$ cat config.mk
export PLATFORM = sky130hd
export DESIGN_NAME = ctr_mod_flat
export DESIGN_NICKNAME = d
export VERILOG_FILES = /design/src/rtl/ctr_pkg.sv /design/src/rtl/ctr_if.sv /design/src/rtl/ctr_next.sv /design/src/rtl/ctr_mod.sv /design/src/flat_wrapper.sv
export SDC_FILE = /design/constraint.sdc
export NUM_CORES = 1
export LEC_CHECK = 0
export ABC_CLOCK_PERIOD_IN_PS = 4300
export CAP_MARGIN = 10
export CORE_UTILIZATION = 59
export DETAILED_ROUTE_END_ITERATION = 8
export PLACE_DENSITY = 0.83
export RECOVER_POWER = 25
export SLEW_MARGIN = 20
export SYNTH_ARGS = -nofsm -noshare
export SYNTH_HDL_FRONTEND = slang
export SYNTH_SLANG_ARGS = --single-unit
$ cat constraint.sdc
create_clock -name clk -period 4.3 [get_ports clk]
set_input_delay 0.645 -clock clk [delete_from_list [all_inputs] [get_ports clk]]
set_output_delay 0.645 -clock clk [all_outputs]
set_load 0.05 [all_outputs]
$ cat src/rtl/ctr_pkg.sv
// rtl/ctr_pkg.sv - shared constants and helpers for the ctr_mod counter primitive
package ctr_pkg;

    localparam logic DIR_UP    = 1'b0;
    localparam logic DIR_DOWN  = 1'b1;
    localparam logic MODE_WRAP = 1'b0;
    localparam logic MODE_SAT  = 1'b1;

    // Wide enough for any practical counter; callers zero-extend and truncate back.
    localparam int CLAMP_W = 32;

    function automatic logic [CLAMP_W-1:0] clamp(input logic [CLAMP_W-1:0] value,
                                                 input logic [CLAMP_W-1:0] bound);
        return (value > bound) ? bound : value;
    endfunction

endpackage

$ cat src/rtl/ctr_if.sv
// rtl/ctr_if.sv - control and status bundle of the ctr_mod counter
interface ctr_if #(
    parameter int WIDTH  = 8,
    parameter int STEP_W = 4
) ();
    logic              enable;
    logic              count_reversed;
    logic              saturate;
    logic [STEP_W-1:0] step;
    logic [WIDTH-1:0]  max_val;
    logic              load;
    logic [WIDTH-1:0]  load_value;
    logic [WIDTH-1:0]  count;
    logic              wrap;
    logic              tc;

    modport master (
        output enable, count_reversed, saturate, step, max_val, load, load_value,
        input  count, wrap, tc
    );

    modport slave (
        input  enable, count_reversed, saturate, step, max_val, load, load_value,
        output count, wrap, tc
    );
endinterface

$ cat src/rtl/ctr_next.sv
// rtl/ctr_next.sv - combinational next-count and wrap-event computation
module ctr_next
    import ctr_pkg::*;
#(
    parameter int WIDTH  = 8,
    parameter int STEP_W = 4
) (
    input  logic [WIDTH-1:0]  count,
    input  logic [STEP_W-1:0] step,
    input  logic [WIDTH-1:0]  max_val,
    input  logic              direction,
    input  logic              saturate,
    output logic [WIDTH-1:0]  next_count,
    output logic              wrap_evt
);
    // One extra bit so max_val+1 and count+step never truncate.
    logic [WIDTH:0] cnt_x;
    logic [WIDTH:0] step_x;
    logic [WIDTH:0] max_x;
    logic [WIDTH:0] mod_x;
    logic [WIDTH:0] sum_x;
    logic [WIDTH:0] res_x;

    assign cnt_x  = {1'b0, count};
    assign step_x = {{(WIDTH + 1 - STEP_W){1'b0}}, step};
    assign max_x  = {1'b0, max_val};
    assign mod_x  = max_x + 1'b1;
    assign sum_x  = cnt_x + step_x;

    always_comb begin
        res_x    = cnt_x;
        wrap_evt = 1'b0;
        if (direction == DIR_DOWN) begin
            if (step_x > max_x) begin
                res_x    = '0;
                wrap_evt = 1'b1;
            end else if (cnt_x >= step_x) begin
                res_x = cnt_x - step_x;
            end else begin
                wrap_evt = 1'b1;
                res_x    = (saturate == MODE_SAT) ? '0 : (cnt_x + mod_x - step_x);
            end
        end else begin
            if (step_x > max_x) begin
                res_x    = max_x;
                wrap_evt = 1'b1;
            end else if (sum_x <= max_x) begin
                res_x = sum_x;
            end else begin
                wrap_evt = 1'b1;
                res_x    = (saturate == MODE_SAT) ? max_x : (sum_x - mod_x);
            end
        end
    end

    assign next_count = res_x[WIDTH-1:0];

endmodule

$ cat src/rtl/ctr_mod.sv
// rtl/ctr_mod.sv - programmable modulus/step up/down counter with wrap and terminal count
module ctr_mod
    import ctr_pkg::*;
#(
    parameter int WIDTH  = 8,
    parameter int STEP_W = 4
) (
    input  logic clk,
    input  logic rst,
    ctr_if.slave bus
);
    logic [WIDTH-1:0] next_count;
    logic             wrap_evt;
    logic [WIDTH-1:0] load_clamped;
    logic             out_of_range;

    ctr_next #(
        .WIDTH  (WIDTH),
        .STEP_W (STEP_W)
    ) u_next (
        .count      (bus.count),
        .step       (bus.step),
        .max_val    (bus.max_val),
        .direction  (bus.count_reversed),
        .saturate   (bus.saturate),
        .next_count (next_count),
        .wrap_evt   (wrap_evt)
    );

    assign load_clamped = WIDTH'(clamp(CLAMP_W'(bus.load_value), CLAMP_W'(bus.max_val)));
    assign out_of_range = bus.count > bus.max_val;

    always_ff @(posedge clk or negedge rst) begin
        if (!rst) begin
            bus.count <= '0;
            bus.wrap  <= 1'b0;
        end else if (bus.load) begin
            bus.count <= load_clamped;
            bus.wrap  <= 1'b0;
        end else if (bus.enable && (bus.step != '0)) begin
            // A lowered max_val pulls the count back into range without flagging a wrap.
            if (out_of_range) begin
                bus.count <= bus.max_val;
                bus.wrap  <= 1'b0;
            end else begin
                bus.count <= next_count;
                bus.wrap  <= wrap_evt;
            end
        end else begin
            bus.wrap <= 1'b0;
        end
    end

    assign bus.tc = bus.enable &
                    ((bus.count_reversed == DIR_DOWN) ? (bus.count == '0)
                                                      : (bus.count == bus.max_val));

endmodule

$ cat src/flat_wrapper.sv
// flat-port wrapper written by rule: the top's interface ports become plain ports
module ctr_mod_flat import ctr_pkg::*;
#(
    parameter int WIDTH  = 8,
    parameter int STEP_W = 4
)
  (clk, rst, bus_enable, bus_count_reversed, bus_saturate, bus_step, bus_max_val, bus_load, bus_load_value, bus_count, bus_wrap, bus_tc);
  ctr_if #(.WIDTH(WIDTH), .STEP_W(STEP_W)) bus_i ();
  input  logic clk;
  input  logic rst;
  input wire logic [$bits(bus_i.enable)-1:0] bus_enable;
  input wire logic [$bits(bus_i.count_reversed)-1:0] bus_count_reversed;
  input wire logic [$bits(bus_i.saturate)-1:0] bus_saturate;
  input wire logic [$bits(bus_i.step)-1:0] bus_step;
  input wire logic [$bits(bus_i.max_val)-1:0] bus_max_val;
  input wire logic [$bits(bus_i.load)-1:0] bus_load;
  input wire logic [$bits(bus_i.load_value)-1:0] bus_load_value;
  output wire logic [$bits(bus_i.count)-1:0] bus_count;
  output wire logic [$bits(bus_i.wrap)-1:0] bus_wrap;
  output wire logic [$bits(bus_i.tc)-1:0] bus_tc;
  assign bus_i.enable = bus_enable;
  assign bus_i.count_reversed = bus_count_reversed;
  assign bus_i.saturate = bus_saturate;
  assign bus_i.step = bus_step;
  assign bus_i.max_val = bus_max_val;
  assign bus_i.load = bus_load;
  assign bus_i.load_value = bus_load_value;
  assign bus_count = bus_i.count;
  assign bus_wrap = bus_i.wrap;
  assign bus_tc = bus_i.tc;
  ctr_mod #(.WIDTH(WIDTH), .STEP_W(STEP_W)) u_core (.clk(clk), .rst(rst), .bus(bus_i));
endmodule
==> flow_metrics.env <==
export IMPL_outcome="completed"
export IMPL_holdBufCountCts=0
export IMPL_port_buffers=35
export IMPL_drt_first_pass_iters=5
export IMPL_cts_tree="yes"
export IMPL_cp_arrival_ns=4.27
export IMPL_synth_area_um2=3140
export IMPL_grt_ovfl_total=0
export IMPL_tightest_slew_ns=0.641
export IMPL_grt_usage_pct=38.4
export IMPL_power_density_nw_per_um2=491
export IMPL_fin_crit_sh_pct=96.5
export IMPL_start_util_pct=61.5
export IMPL_cts_root_buf="clkbuf_8"
export IMPL_fp_dieW_um=74.9
export IMPL_drt_total_wl_mm=10.6
export IMPL_htreeDepth=1
export IMPL_finalPower_mw=1.88
export IMPL_drtIter0Drc=395
export IMPL_ir_drop_mv=0.318
export IMPL_via_count=3423
export IMPL_synth_area_top_cells="ha_1 22%, dfrtp_1 7.2%, inv_1 5.0%"
export IMPL_synth_top_cell_area_share_pct=21.9
export IMPL_die_h_um=74.9
export IMPL_cp_required_ns=4.42
export IMPL_yosysUniqueCellTypes=72
export IMPL_finalSetupViolations=0
export IMPL_post_drt_wl_per_cell_um=20.5
export IMPL_synth_seq_area_share_pct=7.17
export IMPL_p_leak_nw=1.73
export IMPL_layout_drive_gt1_share_pct=14.5
export IMPL_hold_viol=0
export IMPL_final_common_cell="ha_1"
export IMPL_drc_errors=0
export IMPL_core_area_um2=5110
export IMPL_final_util_pct=75.2
export IMPL_slew_viol_final=0
export IMPL_cts_buffers=3
export IMPL_rows=26
export IMPL_hpwlAfterDp_mm=8.69
export IMPL_syn_num_nets=476
export IMPL_fin_setup_tns_ns=0
export IMPL_timing_worst_setup_path_type="in -> reg"
export IMPL_io_pins=36
export IMPL_grt_antenna_before_repair=0
export IMPL_hp_class="reg -> reg"
export IMPL_crit_path_start_kind="input port"
export IMPL_synthCells=388
export IMPL_areaGrowthSynthToFinish_pct=22.3
export IMPL_period_minus_slack_ns=4.15
export IMPL_clock_fmax_mhz=241
export IMPL_clkSinkCount=9
export IMPL_skew_ns=0.00122
export IMPL_yosys_most_used_dff="dfrtp_1"
export IMPL_place_gp_congestion=0.995
export IMPL_final_cell_mix="55 x ha_1, 42 x inv_1, 36 x buf_4"
export IMPL_fillers=408
export IMPL_die_area_um2=5620
export IMPL_cp_max_fo=4
export IMPL_grt_start_max_net_pins=18
export IMPL_yosys_area_top_type="ha_1"
export IMPL_synth_edff_count=0
export IMPL_slew_headroom_pct=57.1
export IMPL_first_global_vias=3178
export IMPL_worstSetupEndpointType="flip-flop"
export IMPL_synth_async_reset_ratio_pct=100
export IMPL_cap_violations=0
export IMPL_antennaDiodeCount=0
export IMPL_ys_ff_latch=9
export IMPL_path_clk_slew_ns=0.05
export IMPL_syn_avg_cell_area_um2=8.09
export IMPL_viasPerCell=6.60
export IMPL_clk_latency_ns=0.24
export IMPL_ant_nets=0
export IMPL_cts_buffer_depth=2
export IMPL_ys_warn_count=0
export IMPL_grt_pass1_wl_mm=15.8
export IMPL_nets=538
export IMPL_whs_ns=0.639
path summary, 6_finish.rpt:
path                                     start                  end  slack (ns)  cells past startpoint
max in group asynchronous                  rst  u_core.bus.count[6]        3.18                      1
hold reg to reg            u_core.bus.count[0]  u_core.bus.count[0]        0.64                      2
min in group asynchronous                  rst  u_core.bus.count[2]        0.80                      1
setup / recovery                bus_max_val[0]  u_core.bus.count[6]        0.15                     12
setup reg to reg           u_core.bus.count[3]  u_core.bus.count[2]        0.58                     14
hold / removal             u_core.bus.count[0]  u_core.bus.count[0]        0.64                      2
state kept, by name, indices dropped and copies added, names as in the netlist:
| name | count |
|---|---|
| u_core.bus.count | 8 |
| u_core.bus.wrap | 1 |
worst max-delay path, stage by stage:
cell             delay [ns]
clkdlybuf4s50_1        0.55
ha_1                   0.39
inv_1                  0.12
fa_1                   0.49
fa_1                   0.46
nand2b_1               0.20
a21oi_1                0.20
nor4b_1                0.08
a211o_1                0.27
a221o_1                0.41
nor4_2                 0.33
o21ai_1                0.11
cell families after synthesis:
| family | count (synthesis) | synth area share, % |
|---|---|---|
| simple gates | 118 | 22.5 |
| compound gates | 111 | 26.2 |
| fa+ha+maj | 62 | 26.4 |
| buf+inv | 57 | 7.65 |
| xor+xnor | 25 | 8.09 |
| flops | 9 | 7.17 |
| mux | 6 | 1.99 |
stage by stage:
step	cell area (um^2)	setup WS (ns)	instances
final	3840	0.149	519
after global routing	3840	-0.0146	519
after CTS	3810	0.189	519
after detailed placement	3760	-0.0648	515
after global placement	3760	0.0291	515
after floorplan	3140	0.399	388
repair_timing:
item | CTS | global route
setup buffers | 0 | 0
resized for setup | 0 | 6
endpoints found under the setup margin | 0 | 5
report_power, final:
group	leakage, nW	internal, mW	switching [mW]	total (mW)
Clock	0.0228	0.0651	0.0394	0.105
Combinational	1.59	0.713	0.918	1.63
Sequential	0.110	0.105	0.0443	0.150
routing by layer:
| metal | vias up | share of wire (%) | global-route usage [%] |
|---|---|---|---|
| met5 | - | 0 | 0 |
| met4 | 0 | 3.8 | 14.0 |
| met3 | 47 | 7.9 | 3.61 |
| met2 | 209 | 46 | 66.2 |
| met1 | 1592 | 42 | 49.8 |
| li1 | 1575 | - | - |
cell type report:
class | instances | area [um^2] | area share (%)
multi-input combinational | 322 | 2710 | 70.5
timing repair buffer | 70 | 611 | 15.9
sequential | 9 | 225 | 5.87
inverter | 44 | 165 | 4.30
tap | 70 | 87.6 | 2.28
clock buffer | 4 | 45.0 | 1.17
cells in the mapped netlist (4+ instances only):
cell type and number:
xnor2_1 17, nor2_1 27, a31oi_1 4, nand2b_1 7
clkbuf_1 7, a211oi_1 8, nand2_1 15, inv_1 42
dfrtp_1 9, a21oi_1 24, ha_1 55, nor4b_1 6
mux2i_1 4, nand4_1 7, o21a_1 6, o221ai_1 4
o21ai_0 9, a21o_1 9, nor2b_1 7, nor3_1 11
xor2_1 5, nand3_1 13, fa_1 7, o211ai_1 5
No activity file was read; power rests on OpenSTA's default activity.
